<file path="src/rtl/data_mem_arbiter.sv">
// Two-port byte/half/word arbiter and sequencer in front of the Memoria32Data byte-banked RAM.
// Optional macro MEM_ARB_ROUND_ROBIN_EN selects round-robin tie-break (default: port 0 priority).
module data_mem_arbiter #(
    parameter int unsigned MEM_ABITS = 12
) (
    input  logic        Clk,
    input  logic        Reset,
    input  logic        p0_req,
    input  logic        p0_we,
    input  logic [1:0]  p0_size,
    input  logic        p0_unsigned,
    input  logic [31:0] p0_addr,
    input  logic [31:0] p0_wdata,
    output logic        p0_acc,
    output logic        p0_rsp_valid,
    output logic        p0_rsp_err,
    output logic [31:0] p0_rdata,
    input  logic        p1_req,
    input  logic        p1_we,
    input  logic [1:0]  p1_size,
    input  logic        p1_unsigned,
    input  logic [31:0] p1_addr,
    input  logic [31:0] p1_wdata,
    output logic        p1_acc,
    output logic        p1_rsp_valid,
    output logic        p1_rsp_err,
    output logic [31:0] p1_rdata,
    output logic [31:0] mem_raddress,
    output logic [31:0] mem_waddress,
    output logic [31:0] mem_datain,
    output logic [3:0]  mem_wr,
    input  logic [31:0] mem_dataout
);

    localparam int unsigned SUM_W = MEM_ABITS + 1;

    typedef enum logic [1:0] {IDLE, ACCESS, CAPTURE, RESP} state_t;

    state_t      state_q, state_d;
    logic        we_q, we_d;
    logic [1:0]  size_q, size_d;
    logic        uns_q, uns_d;
    logic [31:0] addr_q, addr_d;
    logic [31:0] wdata_q, wdata_d;
    logic        port_q, port_d;
    logic        err_q, err_d;
    logic        last_q, last_d;
    logic [31:0] p0_rdata_q, p0_rdata_d;
    logic [31:0] p1_rdata_q, p1_rdata_d;

    logic        gnt_port;
    logic        sel_we;
    logic [1:0]  sel_size;
    logic        sel_uns;
    logic [31:0] sel_addr;
    logic [31:0] sel_wdata;
    logic [1:0]  sel_last;
    logic [SUM_W-1:0] end_sum;
    logic        sel_err;
    logic [3:0]  wr_mask;
    logic [31:0] ext_data;

    // Tie-break between simultaneous requests; a lone requester always wins
`ifdef MEM_ARB_ROUND_ROBIN_EN
    assign gnt_port = (p0_req && p1_req) ? ~last_q : p1_req;
`else
    assign gnt_port = ~p0_req;
`endif

    assign sel_we    = gnt_port ? p1_we       : p0_we;
    assign sel_size  = gnt_port ? p1_size     : p0_size;
    assign sel_uns   = gnt_port ? p1_unsigned : p0_unsigned;
    assign sel_addr  = gnt_port ? p1_addr     : p0_addr;
    assign sel_wdata = gnt_port ? p1_wdata    : p0_wdata;

    // Range check: high address bits set, last byte past the RAM, or reserved size
    always_comb begin
        sel_last = 2'd0;
        unique case (sel_size)
            2'b01:   sel_last = 2'd1;
            2'b10:   sel_last = 2'd3;
            default: sel_last = 2'd0;
        endcase
        end_sum = {1'b0, sel_addr[MEM_ABITS-1:0]} + SUM_W'(sel_last);
        sel_err = (sel_size == 2'b11) || (|sel_addr[31:MEM_ABITS]) || end_sum[MEM_ABITS];
    end

    // Byte enables and load extension from the latched size
    always_comb begin
        wr_mask  = 4'b0000;
        ext_data = mem_dataout;
        unique case (size_q)
            2'b00: begin
                wr_mask  = 4'b0001;
                ext_data = {{24{~uns_q & mem_dataout[7]}}, mem_dataout[7:0]};
            end
            2'b01: begin
                wr_mask  = 4'b0011;
                ext_data = {{16{~uns_q & mem_dataout[15]}}, mem_dataout[15:0]};
            end
            2'b10: wr_mask = 4'b1111;
            default: wr_mask = 4'b0000;
        endcase
    end

    always_comb begin
        state_d      = state_q;
        we_d         = we_q;
        size_d       = size_q;
        uns_d        = uns_q;
        addr_d       = addr_q;
        wdata_d      = wdata_q;
        port_d       = port_q;
        err_d        = err_q;
        last_d       = last_q;
        p0_rdata_d   = p0_rdata_q;
        p1_rdata_d   = p1_rdata_q;
        p0_acc       = 1'b0;
        p1_acc       = 1'b0;
        p0_rsp_valid = 1'b0;
        p1_rsp_valid = 1'b0;
        p0_rsp_err   = 1'b0;
        p1_rsp_err   = 1'b0;
        mem_raddress = 32'h0;
        mem_datain   = 32'h0;
        mem_wr       = 4'b0000;
        unique case (state_q)
            IDLE: begin
                if (p0_req || p1_req) begin
                    p0_acc  = ~gnt_port;
                    p1_acc  = gnt_port;
                    we_d    = sel_we;
                    size_d  = sel_size;
                    uns_d   = sel_uns;
                    addr_d  = sel_addr;
                    wdata_d = sel_wdata;
                    port_d  = gnt_port;
                    err_d   = sel_err;
                    last_d  = gnt_port;
                    if (sel_err || sel_we) begin
                        if (gnt_port) p1_rdata_d = 32'h0;
                        else          p0_rdata_d = 32'h0;
                    end
                    state_d = sel_err ? RESP : ACCESS;
                end
            end
            ACCESS: begin
                mem_raddress = addr_q;
                mem_datain   = wdata_q;
                mem_wr       = we_q ? wr_mask : 4'b0000;
                state_d      = we_q ? RESP : CAPTURE;
            end
            CAPTURE: begin
                mem_raddress = addr_q;
                if (port_q) p1_rdata_d = ext_data;
                else        p0_rdata_d = ext_data;
                state_d = RESP;
            end
            RESP: begin
                p0_rsp_valid = ~port_q;
                p1_rsp_valid = port_q;
                p0_rsp_err   = ~port_q & err_q;
                p1_rsp_err   = port_q & err_q;
                state_d      = IDLE;
            end
            default: state_d = IDLE;
        endcase
    end

    assign mem_waddress = mem_raddress;
    assign p0_rdata     = p0_rdata_q;
    assign p1_rdata     = p1_rdata_q;

    always_ff @(posedge Clk or posedge Reset) begin
        if (Reset) begin
            state_q    <= IDLE;
            we_q       <= 1'b0;
            size_q     <= 2'b00;
            uns_q      <= 1'b0;
            addr_q     <= 32'h0;
            wdata_q    <= 32'h0;
            port_q     <= 1'b0;
            err_q      <= 1'b0;
            last_q     <= 1'b1;
            p0_rdata_q <= 32'h0;
            p1_rdata_q <= 32'h0;
        end else begin
            state_q    <= state_d;
            we_q       <= we_d;
            size_q     <= size_d;
            uns_q      <= uns_d;
            addr_q     <= addr_d;
            wdata_q    <= wdata_d;
            port_q     <= port_d;
            err_q      <= err_d;
            last_q     <= last_d;
            p0_rdata_q <= p0_rdata_d;
            p1_rdata_q <= p1_rdata_d;
        end
    end

endmodule
</file>
<file path="config.mk">
export PLATFORM = sky130hd
export DESIGN_NAME = data_mem_arbiter
export DESIGN_NICKNAME = d
export VERILOG_FILES = /design/src/rtl/data_mem_arbiter.sv
export SDC_FILE = /design/constraint.sdc
export NUM_CORES = 1
export LEC_CHECK = 0
export BUFFER_PORTS_ARGS = -buffer_cell sky130_fd_sc_hd__buf_4
export CORE_ASPECT_RATIO = 0.6
export CORE_MARGIN = 2
export CORE_UTILIZATION = 51
export CTS_CLUSTER_SIZE = 14
export DETAILED_ROUTE_END_ITERATION = 16
export PLACE_DENSITY = 0.86
export REMOVE_ABC_BUFFERS = 1
export SYNTH_ARGS = -nofsm -noshare
export SYNTH_HDL_FRONTEND = slang
export SYNTH_SLANG_ARGS = --single-unit
</file>
<file path="constraint.sdc">
create_clock -name Clk -period 12.82 [get_ports Clk]
set_clock_uncertainty 0.05 [all_clocks]
set_input_delay 1.282 -clock Clk [delete_from_list [all_inputs] [get_ports Clk]]
set_output_delay 1.282 -clock Clk [all_outputs]
set_load 0.01 [all_outputs]
</file>
==> run summary, run 1 <==
Outcome = completed
Post-synth top flop = dfrtp_1
CTS HTree Levels = 4
F_max = 0.239 GHz
Unrepaired setup endpoints after global routing = false
Tmin final = 4.19 ns
Leak = 5.16 nW
Post-Syn Area = 7110 um^2
Cell total after placement = 1130
Iteration-0 DRC count of the detailed router = 348
Crit Path Category = primary input to register
Initial antenna violation count = 0
CP max FO = 45
Startpoint Class = primary input
HP Class = register to register
Worst-Skew Late Latency = 0.40 ns
Setup-failing EPs final = 0
Antenna Cells = 0
Sequential area share after synthesis = 47.9%
IO Pins = 342
Post-DR wirelength/cell = 18.5 um
Post-cts resize count = 0
Synthesized flop and latch total = 136
Post-route ant nets = 0
CTS Buf Count = 17
Syn. warnings = 0
Async SR Flop Fraction = 100%
Total power = 2.42 mW
Worst-case clock buffer depth = 2
Actual slew at the worst max-slew pin = 1.06 ns
Vias/cell = 5.46
Hold slack final = 0.422 ns
Largest net degree at the start of global routing = 123
Hpwl dp = 15300 um
Die W = 156 um
Total track usage = 28.6%
Cell count after synthesis = 690
Hold buffer count at CTS = 0
Port Buf Inserts = 341
TritonCTS clock tree = done
Final period util = 32.7%
CTS root buffer = clkbuf_16
TNS Setup = 0 ns
GR Overflow Total = 0
CP Capture Type = register
Global-route wire length before repair = 32700 um
Clock Pin Slew Worst Setup and Hold Paths = 0.06 ns
Final net count = 1157
Max Transition Viols Final = 0
Number of global-route vias before repair = 6214
Pwr dens = 240 nW/um^2
Via count = 6343
Post-Layout Cell Count = 1161
Die Ht = 95.4 um
Starting density of the core = 52.1%
Core area = 13600 um^2
Row count = 33
Max cap viols = 0
Total wire length = 21500 um
Drt pass-1 iters = 5
Share of cells above drive strength 1 = 40.1%
Relative slew slack = 28.8%
CP Data Required Time = 13.01 ns
Post-CTS Setup Bufs = 0
Final Hold Viols = 0
Number of synthesized flops with an enable pin = 0
Clock tree sinks = 136
Mean Syn Cell Area = 10.3 um^2
WP data arrival = 4.38 ns
Unique cell type count in the Yosys netlist = 38
Gpl congestion = 0.841
Drt drc = 0
P&R area growth vs syn = 41.7%
VDD IR-drop max = 0.000142 V
DIE AREA = 14900 um^2
-- cells in the mapped netlist (3+ instances only) --
library cell | n | area, um^2
dfrtp_1 | 136 | 3400
nand2_1 | 86 | 323
o21ai_0 | 85 | 425
and2_1 | 83 | 519
mux2i_1 | 63 | 631
o2bb2ai_1 | 47 | 412
buf_4 | 33 | 248
clkbuf_1 | 28 | 105
mux2_2 | 12 | 135
ha_1 | 11 | 138
buf_2 | 10 | 50.1
inv_1 | 10 | 37.5
nor2_1 | 10 | 37.5
a21boi_0 | 8 | 60.1
a21oi_1 | 8 | 40.0
mux2_1 | 8 | 90.1
nor4_1 | 8 | 50.1
and3_1 | 6 | 37.5
buf_8 | 6 | 90.1
nand3_1 | 3 | 15.0
nand4_1 | 3 | 18.8
nor2b_1 | 3 | 18.8
-- critical path: stages --
cell and delay, ns:
buf_4 0.56, buf_4 0.61, nor4b_1 0.31, a22o_1 0.24, nand4b_1 0.13, a211o_4 0.34
nand2_1 0.69, o2bb2ai_1 0.16
-- final timing paths --
kind	start	end	slack, ns	depth (start not counted)
max in group asynchronous	Reset	addr_q[26]	10.39	3
min in group asynchronous	Reset	wdata_q[21]	0.86	2
worst max-delay path	p0_req	p1_rdata[6]	8.63	8
worst min-delay path	addr_q[22]	addr_q[22]	0.42	2
worst max register to register	state_q[1]	p1_rdata[6]	10.20	6
worst min register to register	addr_q[22]	addr_q[22]	0.42	2
-- per-layer routing --
layer	up-vias	routed length (um)	global-route usage, %	part of all wire (%)
met5	-	0	0	0
met4	0	538	9.71	2.5
met3	38	1350	6.95	6.3
met2	248	10600	47.8	49
met1	3117	9000	36.9	42
li1	2940	-	-	-
-- registers in the layout, summed over array words and instances, names as in the netlist --
| register | cells |
|---|---|
| p0_rdata | 32 |
| uns_q | 1 |
| port_q | 1 |
| err_q | 1 |
| addr_q | 32 |
| p1_rdata | 32 |
| we_q | 1 |
| state_q | 2 |
| size_q | 2 |
| wdata_q | 32 |
-- cells in the final DEF (no fill, tap or decap), types with 11 or more instances in the layout --
master / count
o2bb2ai_1: 47
and2_1: 83
mux2_2: 12
clkbuf_16: 17
o21ai_0: 84
ha_1: 11
dfrtp_1: 136
buf_4: 345
mux2i_1: 63
nand2_1: 86
-- kinds of logic (layout without fill, tap and decap cells) --
kind of cell / count (synthesis) / count (layout) / synth area share, %
simple gates: 209 / 209 / 15.1
flops: 136 / 136 / 47.9
mux: 84 / 84 / 12.3
compound gates: 160 / 160 / 15.1
fa+ha+maj: 11 / 11 / 1.94
buf+inv: 90 / 386 / 7.73
-- power by group --
group | total, mW | internal [mW] | leakage [nW] | switching (mW)
clock | 0.540 | 0.346 | 0.306 | 0.194
sequential | 0.715 | 0.609 | 1.73 | 0.105
combinational | 1.16 | 0.531 | 3.12 | 0.630
total | 2.42 | 1.49 | 5.16 | 0.929
-- metrics by stage --
stage | area, um^2 | utilization [%] | setup WS, ns
detailed placement | 9420 | 69.1 | 8.23
global placement | 9420 | 69.1 | 8.34
global route | 10100 | 73.9 | 8.36
CTS | 10100 | 73.9 | 8.61
floorplan | 6590 | - | 4.43
finish | 10100 | 73.9 | 8.63
-- final cells by class --
class	count	area [um^2]
Tap cell	175	219
Inverter	10	42.5
Sequential cell	136	3400
Timing Repair Buffer	345	2590
Clock inverter	14	221
Clock buffer	17	425
Fill cell	1009	3560
Multi-Input combinational cell	464	3160
No activity file was read; power rests on OpenSTA's default activity.
==> run 2: changes to the inputs <==
- CORE_UTILIZATION: 51 -> 42
- PLACE_DENSITY: 0.86 -> 0.76
- clock period: 12.82 -> 3.4 ns (I/O delays scaled with it)
==> run summary, run 2 (synthesized netlist as in run 1, its figures left out) <==
Outcome = completed
CP max-delay cell = ha_1
Worst r2r dst = p1_rdata[20]
Share of cells above drive strength 1 = 40.7%
CTS Buf Count = 17
Post-cts resize count = 0
GR Overflow Total = 0
Via count = 6125
Core area = 16400 um^2
Number of global-route vias before repair = 6181
HP Class = primary input to async pin
CP max FO = 33
Die W = 172 um
Max Transition Viols Final = 0
Core Util, Final = 61.9%
Drt pass-1 iters = 5
Clock Pin Slew Worst Setup and Hold Paths = 0.07 ns
F_max = 0.384 GHz
Starting density of the core = 43.3%
VDD IR-drop max = 0.000402 V
Post-Place Setup Slack = 0.428 ns
Largest net degree at the start of global routing = 89
Global-route wire length before repair = 33800 um
Highest-count cells in the layout ignoring fill and taps = buf_4, dfrtp_1, nand2_1, o21ai_0, and2_1
CP startpoint = state_q[0]
Gpl congestion = 0.900
Worst reg2reg path depth = 7
Vias/cell = 5.00
WP data arrival = 2.22 ns
Actual slew at the worst max-slew pin = 0.952 ns
Final Hold Viols = 0
CP Data Required Time = 3.01 ns
Drt drc = 0
Startpoint Class = register
Initial antenna violation count = 0
Pwr dens = 877 nW/um^2
CP peak stage delay = 0.86 ns
Setup-failing EPs final = 0
Final period util = 76.6%
Post-Layout Cell Count = 1224
Relative slew slack = 36.3%
Flop2flop setup slack = 1.00 ns
Total track usage = 24.1%
CP endpoint = mem_raddress[6]
Fillers = 1441
Hold buffer count at CTS = 0
Total wire length = 21700 um
Clock tree sinks = 136
Post-route ant nets = 0
Post-DR wirelength/cell = 17.7 um
DIE AREA = 18000 um^2
TNS Setup = 0 ns
Unrepaired setup endpoints after global routing = false
Port Buf Inserts = 341
Worst-Skew Late Latency = 0.40 ns
Worst-case clock buffer depth = 2
Commonest non-fill, non-tap cell in the layout = buf_4
P&R area growth vs syn = 42.8%
IO Pins = 342
Leak = 5.18 nW
Final net count = 1166
CTS root buffer = clkbuf_16
Hpwl dp = 16100 um
R2R Path Start = state_q[0]
TritonCTS clock tree = done
Max cap viols = 0
Row count = 36
Cell total after placement = 1192
Iteration-0 DRC count of the detailed router = 363
Worst setup margin = 0.795 ns
Crit Path Category = register to primary output
Die Ht = 105 um
CP Capture Type = primary output
Post-CTS Setup Bufs = 0
CTS HTree Levels = 4
Antenna Cells = 0
Tmin final = 2.61 ns
Worst-path cell chain = inv_1 -> ha_1 -> and2_1 -> buf_4
-- run 2: cell count changes in the layout (fill, tap and decap cells not counted) --
cell,previous run,this run
buf_12,0,2
clkbuf_8,0,1
bufinv_16,5,0
inv_6,3,4
clkinvlp_4,3,2
buf_4,345,352
inv_8,0,5
-- run 2: stage by stage --
step,cell area (um^2),power (mW),hold WS [ns]
detailed placement,9580,7.19,0.412
finish,10100,8.90,0.0403
floorplan,6590,4.97,0.392
global route,10100,9.56,0.112
global placement,9580,7.10,0.405
CTS,10100,9.00,0.0759
-- run 2: worst min-delay path by stage --
stage | from | end | slack, ns | cells after the start
global placement | addr_q[30] | addr_q[30] | 0.41 | 2
finish | Reset | p1_rdata[0] | 0.04 | 2
global route | Reset | p1_rdata[0] | 0.11 | 2
floorplan | addr_q[10] | addr_q[10] | 0.39 | 2
detailed placement | addr_q[12] | addr_q[12] | 0.41 | 2
CTS | Reset | p1_rdata[0] | 0.08 | 2
-- run 2: routing by layer --
| layer | wire, um | up-vias | track usage (%) |
|---|---|---|---|
| li1 | - | 2962 | - |
| met1 | 9190 | 2926 | 31.1 |
| met2 | 10600 | 217 | 40.3 |
| met3 | 1650 | 20 | 6.36 |
| met4 | 280 | 0 | 5.82 |
| met5 | 0 | - | 0 |
-- run 2: report_power, final --
part           total, mW  switching [mW]  internal [mW]  leakage, nW
registers           2.68           0.386           2.30         1.73
logic               4.44            2.36           2.08         3.17
clock network       1.78           0.789          0.987        0.277
-- run 2: layout make-up --
| class | count | area [um^2] | area share (%) |
|---|---|---|---|
| flip-flops and latches | 136 | 3400 | 33.5 |
| well taps | 228 | 285 | 2.81 |
| inverters | 10 | 42.5 | 0.419 |
| clock inverters | 14 | 129 | 1.27 |
| repair buffers | 354 | 2680 | 26.4 |
| multi-input cells | 464 | 3160 | 31.2 |
| clock buffers | 18 | 439 | 4.33 |
-- run 2: critical path: cells and delay by family, from the launching register on --
family	cells	cell delay, ns
fa+ha+maj	1	0.86
buf+inv	2	0.23
flops	1	0.43
simple gates	1	0.29
